## src/rtl/bus_pkg.sv

```systemverilog
// Shared serial-bus definitions: arbiter state encoding, byte width and default sizing.
// The transmit generators import this package too.
package bus_pkg;

   localparam int BYTE_W      = 8;
   localparam int N_REQ_DEF   = 3;
   localparam int TIMEOUT_DEF = 1024;

   typedef enum logic [1:0] {
      IDLE     = 2'd0,
      GRANT    = 2'd1,
      WAIT_FIN = 2'd2
   } bus_state_t;

   // Index of the set bit in a one-hot vector of up to 8 bits (0 when empty).
   function automatic logic [2:0] onehot_idx(input logic [7:0] oh);
      logic [2:0] idx;
      idx = 3'd0;
      for (int i = 0; i < 8; i++) begin
         if (oh[i]) idx = 3'(i);
      end
      return idx;
   endfunction

endpackage

```

## src/rtl/bus_tx_arbiter_rr_pick.sv

```systemverilog
// Combinational round-robin picker: first set request at or above ptr, wrapping
// modulo N. Output is one-hot, or zero when no request is set.
module rr_pick #(
   parameter int N     = 3,
   parameter int PTR_W = 2
) (
   input  logic [N-1:0]     req,
   input  logic [PTR_W-1:0] ptr,
   output logic [N-1:0]     onehot
);

   logic [PTR_W-1:0] idx;
   logic             found;

   always_comb begin
      onehot = '0;
      found  = 1'b0;
      idx    = '0;
      for (int i = 0; i < N; i++) begin
         idx = PTR_W'((int'(ptr) + i) % N);
         if (!found && req[idx]) begin
            onehot[idx] = 1'b1;
            found       = 1'b1;
         end
      end
   end

endmodule

```

## src/rtl/bus_tx_arbiter.sv

```systemverilog
// Frame-granular round-robin arbiter in front of the single serial-bus transmitter.
// The owner keeps the bus until its last byte finishes, aborts, or the watchdog fires.
module bus_tx_arbiter
   import bus_pkg::*;
#(
   parameter int N_REQ   = N_REQ_DEF,
   parameter int TIMEOUT = TIMEOUT_DEF,
   parameter int TO_W    = 10,
   localparam int PTR_W  = $clog2(N_REQ)
) (
   input  logic                    sys_clk,
   input  logic                    sys_rst,
   input  logic [N_REQ-1:0]        req_valid,
   input  logic [BYTE_W*N_REQ-1:0] req_byte,
   input  logic [N_REQ-1:0]        req_byte_flag,
   input  logic [N_REQ-1:0]        req_byte_last,
   output logic [N_REQ-1:0]        grant,
   output logic [N_REQ-1:0]        req_send_finish,
   output logic [BYTE_W-1:0]       bus_data,
   output logic                    bus_data_flag,
   input  logic                    bus_send_finish,
   output logic                    busy,
   output logic                    timeout_err,
   output logic                    proto_err,
   output bus_state_t              state,
   output logic [PTR_W-1:0]        rr_ptr
);

   bus_state_t        state_d;
   logic [PTR_W-1:0]  owner_q, owner_d, rr_ptr_d, owner_next;
   logic [TO_W-1:0]   cnt_q, cnt_d;
   logic              last_q, last_d;
   logic [N_REQ-1:0]  grant_d, fin_d, pick_oh;
   logic [BYTE_W-1:0] bus_data_d, own_byte;
   logic              flag_d, to_d, pe_d, busy_d;
   logic              own_valid, own_flag, own_last;

   rr_pick #(.N(N_REQ), .PTR_W(PTR_W)) u_pick (
      .req    (req_valid),
      .ptr    (rr_ptr),
      .onehot (pick_oh)
   );

   assign own_valid  = req_valid[owner_q];
   assign own_flag   = req_byte_flag[owner_q];
   assign own_last   = req_byte_last[owner_q];
   assign own_byte   = req_byte[int'(owner_q)*BYTE_W +: BYTE_W];
   assign owner_next = (owner_q == PTR_W'(N_REQ-1)) ? '0 : owner_q + 1'b1;

   // Valid/ready: a requester strobe is accepted only by the owner in GRANT; the
   // transmitter's bus_send_finish is the ready for each forwarded byte.
   always_comb begin
      state_d    = state;
      owner_d    = owner_q;
      rr_ptr_d   = rr_ptr;
      cnt_d      = cnt_q;
      last_d     = last_q;
      grant_d    = grant;
      bus_data_d = bus_data;
      flag_d     = 1'b0;
      fin_d      = '0;
      to_d       = 1'b0;
      pe_d       = 1'b0;
      case (state)
         IDLE: begin
            if (|req_valid) begin
               owner_d = PTR_W'(onehot_idx(8'(pick_oh)));
               grant_d = pick_oh;
               cnt_d   = '0;
               state_d = GRANT;
            end
         end
         GRANT: begin
            if (own_flag) begin
               bus_data_d = own_byte;
               flag_d     = 1'b1;
               last_d     = own_last;
               state_d    = WAIT_FIN;
            end else if (!own_valid || cnt_q == TO_W'(TIMEOUT-1)) begin
               to_d     = own_valid;
               grant_d  = '0;
               rr_ptr_d = owner_next;
               state_d  = IDLE;
            end else begin
               cnt_d = cnt_q + 1'b1;
            end
         end
         WAIT_FIN: begin
            pe_d = own_flag;
            if (bus_send_finish) begin
               fin_d[owner_q] = 1'b1;
               if (last_q) begin
                  grant_d  = '0;
                  rr_ptr_d = owner_next;
                  state_d  = IDLE;
               end else begin
                  cnt_d   = '0;
                  state_d = GRANT;
               end
            end
         end
         default: state_d = IDLE;
      endcase
      busy_d = (state_d != IDLE);
   end

   always_ff @(posedge sys_clk or posedge sys_rst) begin
      if (sys_rst) begin
         state           <= IDLE;
         owner_q         <= '0;
         rr_ptr          <= '0;
         cnt_q           <= '0;
         last_q          <= 1'b0;
         grant           <= '0;
         req_send_finish <= '0;
         bus_data        <= '0;
         bus_data_flag   <= 1'b0;
         busy            <= 1'b0;
         timeout_err     <= 1'b0;
         proto_err       <= 1'b0;
      end else begin
         state           <= state_d;
         owner_q         <= owner_d;
         rr_ptr          <= rr_ptr_d;
         cnt_q           <= cnt_d;
         last_q          <= last_d;
         grant           <= grant_d;
         req_send_finish <= fin_d;
         bus_data        <= bus_data_d;
         bus_data_flag   <= flag_d;
         busy            <= busy_d;
         timeout_err     <= to_d;
         proto_err       <= pe_d;
      end
   end

endmodule

```

## config.mk

```make
export PLATFORM = sky130hd
export DESIGN_NAME = bus_tx_arbiter
export DESIGN_NICKNAME = d
export VERILOG_FILES = /design/src/rtl/bus_pkg.sv /design/src/rtl/bus_tx_arbiter_rr_pick.sv /design/src/rtl/bus_tx_arbiter.sv
export SDC_FILE = /design/constraint.sdc
export NUM_CORES = 1
export LEC_CHECK = 0
export BUFFER_PORTS_ARGS = -buffer_cell sky130_fd_sc_hd__buf_2
export CORE_UTILIZATION = 51
export DETAILED_ROUTE_END_ITERATION = 16
export MAX_ROUTING_LAYER = met4
export PLACE_DENSITY = 0.83
export RECOVER_POWER = 50
export SYNTH_ARGS = -nofsm -noshare
export SYNTH_HDL_FRONTEND = slang
export SYNTH_SLANG_ARGS = --single-unit
```

## constraint.sdc

```tcl
create_clock -name sys_clk -period 2.6 [get_ports sys_clk]
set_input_delay 0.65 -clock sys_clk [delete_from_list [all_inputs] [get_ports sys_clk]]
set_output_delay 0.65 -clock sys_clk [all_outputs]
set_load 0.1 [all_outputs]
```

==> flow_metrics.env <==
export IMPL_drive_above_1_share_pct=24.4
export IMPL_top_usage_layer="met2"
export IMPL_clk_root_buffer_cell="clkbuf_8"
export IMPL_coreArea_mm2=0.00406
export IMPL_ys_ff_latch=35
export IMPL_final_antenna_net_count=0
export IMPL_ff_latch_area_um2=876
export IMPL_synth_compound_area_share_pct=19.6
export IMPL_ys_warn_count=0
export IMPL_n_fill_cell=346
export IMPL_cts_resized=0
export IMPL_start_util_pct=53.9
export IMPL_hold_violations=0
export IMPL_post_cts_buffers=0
export IMPL_instances_no_fill=345
export IMPL_multi_input_area_mm2=0.00119
export IMPL_tightest_slew_ps=1160
export IMPL_period_share_pct=84.0
export IMPL_rsz0062_at_grt="no"
export IMPL_synth_edf_count=0
export IMPL_setup_viol=0
export IMPL_fmax_mhz=458
export IMPL_grt_overflow_total=0
export IMPL_dpl_worst_slack_ps=516
export IMPL_numCtsBuffers=5
export IMPL_critical_path_required_ps=2770
export IMPL_layout_min_cycle_time_ps=2180
export IMPL_first_global_vias=1615
export IMPL_synth_largest_area_cell="dfrtp_1"
export IMPL_die_y_um=67.5
export IMPL_dp_cells=338
export IMPL_netlist_cell_type_count=48
export IMPL_critPathCaptureType="flop"
export IMPL_synth_area_mm2=0.00219
export IMPL_diodes=0
export IMPL_synth_top_area_share_pct=40.0
export IMPL_worstSetupPathType="reg -> reg"
export IMPL_timing_critical_path_from="owner_q[0]$_DFFE_PP0P_"
export IMPL_syn_to_final_growth_pct=17.8
export IMPL_grt_util_met3_pct=4.56
export IMPL_cts_clk_slew_worst_paths_ps=70
export IMPL_cts_hold_buf=0
export IMPL_die_width_um=67.5
export IMPL_grt_pass1_wl_um=7310
export IMPL_hold_class="reg -> reg"
export IMPL_final_nets=340
export IMPL_grt_use_total_pct=21.9
export IMPL_ios=58
export IMPL_insertion_delay_ps=280
export IMPL_skew_ps=6.03
export IMPL_start_kind="flop"
export IMPL_max_slew_margin_pct=22.7
export IMPL_cp_max_fo=19
export IMPL_setup_tns_ps=0
export IMPL_rr_startpoint="owner_q[0]$_DFFE_PP0P_"
export IMPL_async_flop_share_pct=100
export IMPL_io_buffers=57
export IMPL_viasPerCell=5.57
export IMPL_fin_ws_ps=416
export IMPL_status="completed"
export IMPL_ys_flop_type="dfrtp_1"
export IMPL_vias=1920
export IMPL_cp_data_arrival_time_ps=2360
export IMPL_gp_congestion=0.853
export IMPL_netlist_top_cells_area="dfrtp_1 (40%), mux2i_1 (5.9%), ha_1 (5.1%)"
export IMPL_synthSimpleGateAreaFrac_pct=22.1
export IMPL_synthXorXnorAreaFrac_pct=0
export IMPL_postSynthAreaPerCell_um2=9.19
export IMPL_post_route_drc_count=0
export IMPL_drv_slew=0
export IMPL_first_pass_iters=4
export IMPL_rows=23
export IMPL_muxShareOfSynthArea_pct=7.83
export IMPL_hold_start="grant[0]$_DFFE_PP0P_"
export IMPL_yosysSeqAreaShare_pct=40.0
export IMPL_grt_util_met2_pct=33.2
export IMPL_hold_worst_slack_ps=483
export IMPL_clock_tree_buffer_depth=2
export IMPL_cts_htree_levels=2
export IMPL_dp_hpwl_um=3320
export IMPL_synth_top_family_by_area="simple AND/OR/NAND/NOR gates"
export IMPL_antenna_found_initial=0
export IMPL_wirelength_um=4560
export IMPL_cts_tree="yes"
export IMPL_syn_num_nets=283
export IMPL_synth_adder_area_share_pct=5.15
export IMPL_synthCells=238
export IMPL_wl_per_cell_um=13.2
export IMPL_use_met1_pct=29.4
export IMPL_max_cap_viol_count=0
export IMPL_die_area_mm2=0.00456
export IMPL_grt_max_degree=36
export IMPL_cts_sinks=35
export IMPL_drt_iter0_drc=124
## critical path, cell delays in order, from the launching register on
cell     delay, ps
dfrtp_1        600
o21ai_0        750
nand2_2        190
and3_4         240
mux2_4         290
## metal layers
| layer | share of wire [%] | vias to the layer above |
|---|---|---|
| li1 | - | 965 |
| met1 | 47 | 881 |
| met2 | 46 | 69 |
| met3 | 5.6 | 5 |
| met4 | 1.2 | 0 |
| met5 | 0 | - |
## flip-flops by register name, summed over array words and instances, names as in the netlist, 2 cells and up
signal and count:
cnt_q 10, state 2, grant 3, req_send_finish 3, rr_ptr 2, owner_q 2, bus_data 8
## cell type report
type	instances	area share, %
Timing Repair Buffer	62	12.2
Inverter	12	1.75
Sequential cell	35	34.0
Clock buffer	6	3.20
Clock inverter	1	0.194
Multi-Input combinational cell	179	46.3
Tap cell	50	2.43
## metrics by stage
| stage | util (%) | instance area (um2) |
|---|---|---|
| after floorplan | - | 2190 |
| after global placement | 61.7 | 2500 |
| after detailed placement | 61.7 | 2500 |
| after CTS | 63.9 | 2590 |
| after global routing | 63.6 | 2580 |
| final | 63.6 | 2580 |
## cells in the final DEF (no fill, tap or decap), types with 2 or more instances in the layout
| cell | n |
|---|---|
| nor2_1 | 19 |
| mux2i_1 | 13 |
| dfrtp_1 | 35 |
| nor3b_1 | 3 |
| o21ai_1 | 3 |
| nand2_1 | 22 |
| buf_4 | 4 |
| nand2b_1 | 3 |
| buf_2 | 52 |
| o311a_1 | 2 |
| nor4_1 | 3 |
| nand4_1 | 4 |
| nor2b_1 | 5 |
| clkbuf_8 | 6 |
| nand4bb_1 | 2 |
| nand3b_1 | 2 |
| o21ai_0 | 16 |
| nand3_1 | 5 |
| a21oi_1 | 18 |
| and2_1 | 7 |
| nor3_1 | 5 |
| clkbuf_1 | 5 |
| ha_1 | 9 |
| o2bb2ai_1 | 11 |
| a21o_1 | 3 |
| a21boi_0 | 3 |
| inv_1 | 12 |
| mux2_4 | 2 |
| and3_1 | 3 |
## kinds of logic after synthesis
kind of cell	Yosys count
compound gates	65
fa+ha+maj	9
buf+inv	24
flops	35
mux	16
simple gates	89
## final timing paths
kind | end | slack [ps] | cells after the start
hold reg to reg | grant[0]$_DFFE_PP0P_ | 480 | 1
setup / recovery | rr_ptr[1]$_DFFE_PP0P_ | 420 | 4
max in group asynchronous | owner_q[0]$_DFFE_PP0P_ | 1460 | 3
hold / removal | grant[0]$_DFFE_PP0P_ | 480 | 1
min in group asynchronous | rr_ptr[1]$_DFFE_PP0P_ | 610 | 3
setup reg to reg | rr_ptr[1]$_DFFE_PP0P_ | 420 | 4
## cell usage after synthesis, types with 3 or more instances
cell / number
and3_1: 3
and2_1: 7
ha_1: 9
nand3_1: 5
o21ai_1: 3
mux2i_1: 13
nor3_1: 5
nor3b_1: 3
inv_1: 12
nor2_1: 19
nand2b_1: 3
buf_2: 4
nor4_1: 3
nor2b_1: 5
dfrtp_1: 35
o21ai_0: 15
nand2_1: 22
nand4_1: 4
a21boi_0: 3
a21o_1: 3
a21oi_1: 18
o2bb2ai_1: 11
Power is left out: the tool's default activity adds up to more than one toggle a clock period on the data nets, which glitch-free logic cannot reach.
